$ cat config.mk
export PLATFORM = sky130hd
export DESIGN_NAME = uop_fetch_seq
export DESIGN_NICKNAME = d
export VERILOG_FILES = /design/src/rtl/uop_fetch_seq.sv
export SDC_FILE = /design/constraint.sdc
export NUM_CORES = 1
export LEC_CHECK = 0
export CAP_MARGIN = 20
export CORE_MARGIN = 2
export CORE_UTILIZATION = 35
export CTS_BUF_LIST = sky130_fd_sc_hd__clkbuf_2
export CTS_CLUSTER_SIZE = 24
export DETAILED_ROUTE_END_ITERATION = 10
export PLACE_DENSITY = 0.76
export REMOVE_ABC_BUFFERS = 1
export SYNTH_ARGS = -nofsm -noshare
export SYNTH_HDL_FRONTEND = slang
export SYNTH_SLANG_ARGS = --single-unit
$ cat constraint.sdc
create_clock -name clk -period 2.35 [get_ports clk]
set_clock_uncertainty 0.15 [all_clocks]
set_input_delay 0.47 -clock clk [delete_from_list [all_inputs] [get_ports clk]]
set_output_delay 0.47 -clock clk [all_outputs]
set_load 0.05 [all_outputs]
$ cat src/rtl/uop_fetch_seq.sv
// uop_fetch_seq: accepts one macro-op at a time and strobes uop_fetch_ctrl
// so it streams micro-op bundles until the ROM end flag. It also squashes the
// speculative bundle after the end bundle, honours uop-queue backpressure and
// flushes, and traps sequences that run past MAX_BUNDLES.
module uop_fetch_seq #(
    parameter int MAX_BUNDLES = 8,
    parameter int CNT_WIDTH   = 4
) (
    input  logic                 clk,
    input  logic                 rst,
    input  logic                 macro_valid,
    input  logic [7:0]           macro_op,
    output logic                 macro_ready,
    output logic [7:0]           macro_op_q,
    input  logic                 flush,
    input  logic                 uq_ready,
    input  logic                 rom_end,
    output logic                 macro_fetch,
    output logic                 uop_pc_ready,
    output logic                 bundle_valid,
    output logic [CNT_WIDTH-1:0] bundle_count,
    output logic                 busy,
    output logic                 runaway
);

    typedef enum logic [1:0] {
        IDLE = 2'd0,
        RUN  = 2'd1,
        HALT = 2'd2
    } state_t;

    localparam logic [CNT_WIDTH-1:0] MAX_CNT = CNT_WIDTH'(MAX_BUNDLES);

    state_t               state_r, state_s;
    logic [7:0]           op_r, op_s;
    logic                 first_r, first_s;
    logic                 bundle_valid_r, bundle_valid_s;
    logic [CNT_WIDTH-1:0] count_r, count_s;
    logic                 runaway_r, runaway_s;

    logic end_seen_s;
    logic limit_s;
    logic issue_s;
    logic ready_s;
    logic accept_s;

    // The bundle presented this cycle carries the end flag.
    assign end_seen_s = bundle_valid_r & rom_end;
    assign limit_s    = (count_r == MAX_CNT);
    // Gate with rst so every output reads 0 while reset is held.
    assign issue_s    = rst & (state_r == RUN) & uq_ready & ~flush & ~end_seen_s & ~limit_s;
    // A new op may enter in the same cycle its predecessor's end is seen.
    assign ready_s    = rst & ~flush & ((state_r == IDLE) | ((state_r == RUN) & end_seen_s));
    assign accept_s   = macro_valid & ready_s;

    // Next-state logic: flush beats end/accept, which beats issue.
    always_comb begin
        state_s        = state_r;
        op_s           = op_r;
        first_s        = first_r;
        count_s        = count_r;
        runaway_s      = runaway_r;
        bundle_valid_s = issue_s;
        case (state_r)
            IDLE: begin
                if (flush) begin
                    first_s        = 1'b0;
                    count_s        = '0;
                    bundle_valid_s = 1'b0;
                end else if (accept_s) begin
                    state_s = RUN;
                    op_s    = macro_op;
                    first_s = 1'b1;
                    count_s = '0;
                end else begin
                    state_s = IDLE;
                end
            end
            RUN: begin
                if (flush) begin
                    state_s        = IDLE;
                    first_s        = 1'b0;
                    count_s        = '0;
                    bundle_valid_s = 1'b0;
                end else if (end_seen_s) begin
                    if (accept_s) begin
                        state_s = RUN;
                        op_s    = macro_op;
                        first_s = 1'b1;
                        count_s = '0;
                    end else begin
                        state_s = IDLE;
                        first_s = 1'b0;
                    end
                end else if (limit_s & bundle_valid_r) begin
                    // Limit reached and the last bundle was not the end: trap.
                    state_s        = HALT;
                    runaway_s      = 1'b1;
                    bundle_valid_s = 1'b0;
                end else if (issue_s) begin
                    first_s = 1'b0;
                    count_s = limit_s ? count_r : (count_r + {{(CNT_WIDTH-1){1'b0}}, 1'b1});
                end else begin
                    state_s = RUN;
                end
            end
            HALT: begin
                // Only reset leaves HALT.
                state_s        = HALT;
                bundle_valid_s = 1'b0;
            end
            default: begin
                state_s        = IDLE;
                first_s        = 1'b0;
                count_s        = '0;
                bundle_valid_s = 1'b0;
            end
        endcase
    end

    // State register with asynchronous active-low clear.
    always_ff @(posedge clk or negedge rst) begin
        if (!rst) begin
            state_r        <= IDLE;
            op_r           <= 8'd0;
            first_r        <= 1'b0;
            bundle_valid_r <= 1'b0;
            count_r        <= '0;
            runaway_r      <= 1'b0;
        end else begin
            state_r        <= state_s;
            op_r           <= op_s;
            first_r        <= first_s;
            bundle_valid_r <= bundle_valid_s;
            count_r        <= count_s;
            runaway_r      <= runaway_s;
        end
    end

    assign macro_ready  = ready_s;
    assign macro_op_q   = op_r;
    assign uop_pc_ready = issue_s;
    assign macro_fetch  = issue_s & first_r;
    assign bundle_valid = bundle_valid_r;
    assign bundle_count = count_r;
    assign busy         = (state_r != IDLE);
    assign runaway      = runaway_r;

endmodule
After elaboration in Yosys (flattened, before gate mapping)
Index checks and enable logic that the tools add are counted.
{ "totals": {"input_bits": 14, "output_inout_bits": 18, "register_bits": 17, "elab_cells": 76} }
{ "classes": {"n_reduce_logical": 8, "add_sub_neg": 1, "n_eq_ne": 11, "bitwise": 17, "mux": 33} }
{ "ops": {"columns": ["cell", "count"], "rows": [
  ["$mux W8", 4],
  ["$mux W4", 7],
  ["$pmux W8 S2", 1],
  ["$reduce_and A4 Y1", 4],
  ["$and A1 B1 Y1", 12],
  ["$mux W1", 12],
  ["$ne A4 B4 Y1 const B", 3],
  ["$pmux W4 S3", 1],
  ["$mux W2", 5],
  ["$ne A2 B2 Y1 const B", 3],
  ["$pmux W2 S3", 1],
  ["$ne A5 B4 Y1 const B", 1],
  ["$add A4 B1 Y4 const B", 1],
  ["$eq A4 B4 Y1 const B", 1],
  ["$not A1 Y1", 4],
  ["$reduce_bool A2 Y1", 2],
  ["$ne A3 B3 Y1 const B", 1],
  ["$pmux W1 S3", 1],
  ["$eq A2 B1 Y1 const B", 1],
  ["$eq A2 B2 Y1 const B", 1],
  ["$logic_not A2 Y1", 1],
  ["$pmux W1 S2", 1],
  ["$reduce_and A2 Y1", 1],
  ["$or A1 B1 Y1", 1]
]} }

Longest topological paths before layout
{ "depth": {"ltp_word": 11, "mapped_depth": 7, "depth_no_buf": 6} }

Worst setup path after synthesis
Ideal clock, no wire load.
{ "synth_path": {"path_type": "reg2out", "startpoint": "register count_r[0] (netlist: bundle_count[0])", "endpoint": "output port uop_pc_ready", "path_slack_ns": -1.079, "arrival_time_ns": 2.809, "required_ns": 1.730, "n_path_buf": 1, "stages_incl_launch_ff": 6, "cell_sequence": "dfrtp_1 inv_1 ha_1 and3b_1 buf_2 nor4_1"} }
{ "synth_via": {"elab_chain_len": 3} }
{ "synth_rtl": {"columns": ["element", "line", "rtl"], "rows": [
  ["start, declared", "38", "logic [CNT_WIDTH-1:0] count_r, count_s;"],
  ["start signal, assigned", "135", "count_r <= count_s;"],
  ["$eq A4 B4 Y1", "49", "assign limit_s = (count_r == MAX_CNT);"],
  ["$not A1 Y1", "51", "assign issue_s = rst & (state_r == RUN) & uq_ready & ~flush & ~end_seen_s & ~limit_s;"],
  ["$and A1 B1 Y1", "51", null],
  ["end, declared", "19", "output logic uop_pc_ready,"]
]} }
No other way between the ends.

Worst setup path after layout
{ "layout_path": {"startpoint": "input port uq_ready", "endpoint": "output port macro_fetch"} }
{ "layout_via": {"elab_chain_len": 5} }
{ "layout_rtl": {"columns": ["element", "line", "rtl"], "rows": [
  ["start, declared", "16", "input logic uq_ready,"],
  ["$and A1 B1 Y1 (4 in a row)", "51", null],
  ["$and A1 B1 Y1", "143", "assign macro_fetch = issue_s & first_r;"],
  ["end, declared", "18", "output logic macro_fetch,"]
]} }
No other way between the ends.

==> qor.log <==
[cells_and_area] finished layout cell area 0.00143 mm2
[sta] Final min period 2.32 ns
[power_and_ir_drop] worst vdd ir 547 uV
[global_route] overall track demand over capacity in global routing 15.7%
[clock_tree] H-tree lvl count 1
[flow_run] # Max-Cap Violations 0
[sta] Slew @ Worst Pin 0.556 ns
[routing] average routed wire per standard cell 14.2 um
[worst_setup_path] endpoint of the worst register-to-register path bundle_count[1]$_DFFE_PN0P_
[global_route] via count of the first global-routing pass 732
[synth] Synth area leader dfrtp_1
[synth] portion of synthesized cell area occupied by the leading cell type 50.1%
[power_and_ir_drop] leakage component of the power 0.000646 uW
[placement] GP Congestion 0.868
[synth] commonest cells in the netlist 17 x dfrtp_1, 10 x nand2_1, 8 x mux2_2, 4 x inv_1, 4 x o21ai_0
[floorplanning] die area 0.00283 mm2
[sta] maximum clock rate 430 MHz
[synth] Cells after Synth 74
[clock_tree] number of hold buffers added after CTS 0
[sta] count of endpoints failing setup in the final report 0
[floorplanning] overall die height 53.2 um
[synth] number of synthesized flops with an enable pin 0
[worst_setup_path] type of element launching the critical path primary input
[sta] setup repair after global routing missed its margin true
[routing] starting DRC count in detailed routing 7
[clock_tree] number of clock sinks seen by CTS 17
[synth] cell types with the largest area share after synthesis dfrtp_1 50%, mux2_2 11%, nand2_1 4.4%
[global_route] pin count of the biggest net entering global routing 12
[global_route] initial antenna violation count 0
[synth] most frequent cell after synthesis dfrtp_1
[clock_tree] later-pin clock latency in the skew report 0.32 ns
[synth] count of different cell masters after synthesis 31
[cells_and_area] nets 143
[worst_setup_path] Setup crit end kind output port
[sta] share of the clock period used by the worst path after layout 98.9%
[clock_tree] maximum number of buffers from clock root to sink 2
[placement] placed inst area 0.00129 mm2
[synth] syn_area_per_cell 11.5 um2
[power_and_ir_drop] total power after layout 891 uW
[routing] Pre-Repair DR Iteration Count 4
[cells_and_area] Filler cells 186
[floorplanning] width of the die 53.2 um
[routing] total number of vias 773
[floorplanning] site row count 17
[placement] DP HPWL 1.53 mm
[placement] number of buffer cells added on primary ports 31
[cells_and_area] antenna cell count 0
[synth] Primary FF master, synth dfrtp_1
[clock_tree] clock slew at reported path FFs 0.19 ns
[routing] number of remaining DRC errors 0
[cells_and_area] fraction of layout instances using a drive strength above 1 41.3%
[routing] antenna viol nets, final 0
[floorplanning] core outline area 0.00225 mm2
[sta] worst relative slew slack 62.8%
[clock_tree] library cell used as clock root buffer clkbuf_2
[hold_path] worst hold-check path type in -> async
[worst_setup_path] Worst Setup Path Type in -> out
[global_route] total congestion overflow 0
[synth] fraction of registers with async set/reset 100%
[cells_and_area] synthesis-to-layout area growth 68.3%
[synth] Warnings, synthesis 0
[clock_tree] CTS tree built
[routing] per-cell via count in the routed design 5.02
[floorplanning] starting utilization of the core area 37.6%
[worst_setup_path] number of cells traversed by the worst register-to-register path 8
[sta] endpoints failing hold 0
[worst_setup_path] R2R Path Start bundle_count[0]$_DFFE_PN0P_
[outcome] run status finished, final reports clean
[worst_setup_path] data arrival time at the worst-slack endpoint 1.70 ns
[global_route] global-route wire length before repair 3.13 mm
[synth] area of the mapped netlist 848 um2
[routing] Post-Route WL 2.19 mm
[worst_setup_path] required arrival time at the worst endpoint 1.73 ns
[sta] Pins Over Slew Limit 0
[synth] register bit total from synthesis 17
[synth] share of synthesized area occupied by flip-flops and latches 50.1%
[worst_setup_path] biggest fanout along the worst timing path 4
[power_and_ir_drop] power per standard cell area 624 mW/mm2
[worst_setup_path] worst setup slack for register-to-register paths 0.28 ns
[floorplanning] ports placed on the boundary 32
[clock_tree] total CTS buffers 3
==> per-layer routing <==
metal  track usage, %  vias up  part of all wire, %
met5                0        -                    0
met4             11.5        0                  4.0
met3             4.24        9                  4.3
met2             24.9       21                   53
met1             18.0      376                   39
li1                 -      367                    -
==> kinds of logic (layout without fill, tap and decap cells) <==
logic type / Yosys count / after routing / share of synthesized area [%]
flip-flops: 17 / 17 / 50.1
AO/OA/AOI/OAI: 16 / 16 / 13.9
buffers and inverters: 7 / 59 / 4.57
adder cells (fa/ha/maj): 2 / 2 / 2.95
AND/OR/NAND/NOR: 24 / 24 / 17.9
multiplexers: 8 / 8 / 10.6
==> flip-flops by register name (all words and copies together) (netlist names) <==
name          count
macro_op_q        8
bundle_count      4
state_r           2
bundle_valid      1
first_r           1
runaway           1
==> area by class of cell <==
| class | count | area (um2) | share of cell area (%) |
|---|---|---|---|
| Tap cell | 28 | 35.0 | 2.45 |
| Multi-Input combinational cell | 50 | 420 | 29.4 |
| Inverter | 4 | 15.0 | 1.05 |
| Clock inverter | 1 | 7.51 | 0.526 |
| Timing Repair Buffer | 51 | 507 | 35.5 |
| Sequential cell | 17 | 428 | 30.0 |
| Clock buffer | 3 | 15.0 | 1.05 |
==> worst max-delay path by stage <==
stage	start	endpoint	slack [ns]	cells after the start
floorplan	bundle_count[0]$_DFFE_PN0P_	uop_pc_ready	-1.03	4
global placement	flush	uop_pc_ready	-0.06	5
detailed placement	flush	uop_pc_ready	-0.10	5
CTS	bundle_count[0]$_DFFE_PN0P_	macro_fetch	-0.005	6
global route	bundle_count[0]$_DFFE_PN0P_	macro_fetch	-0.06	6
finish	uq_ready	macro_fetch	0.03	5
==> metrics by stage <==
step                setup TNS, ns  util (%)  hold WS (ns)  setup slack (ns)  instances
floorplan                   -1.65         -        0.0244             -1.03         71
CTS                      -0.00466      60.4        0.0911          -0.00466        148
finish                          0      63.3        0.0924            0.0260        154
detailed placement         -0.244      57.1         0.306            -0.105        140
global route              -0.0997      63.3        0.0757           -0.0597        154
global placement           -0.178      57.1         0.307           -0.0628        140
==> repair_timing <==
action                                  in CTS  in global routing
hold endpoints to repair                     0                  0
endpoints found under the setup margin       4                  2
setup buffers                                4                  6
pin swaps                                    4                  3
resized for setup                           14                  6
==> where the power goes <==
part / switching, uW / leakage [uW] / internal, uW / total [uW]
logic: 234 / 0.000419 / 157 / 391
clock network: 100 / 0.0000126 / 39.7 / 140
registers: 23.5 / 0.000215 / 337 / 360
total: 358 / 0.000646 / 534 / 891
==> critical path: stages <==
cell and delay, ns:
clkdlybuf4s50_1 0.47, nand2_2 0.11, nor4_4 0.32, and2_4 0.21, buf_12 0.13
==> cell usage in the layout, fill, tap and decap left out, types with 3 or more instances in the layout <==
master           instances
clkdlybuf4s50_1         22
buf_4                   18
dfrtp_1                 15
nand2_1                  9
mux2_2                   8
o21ai_0                  4
dlygate4sd2_1            4
buf_12                   4
o211ai_1                 3
clkbuf_2                 3
(Power assumes the default switching activity.)
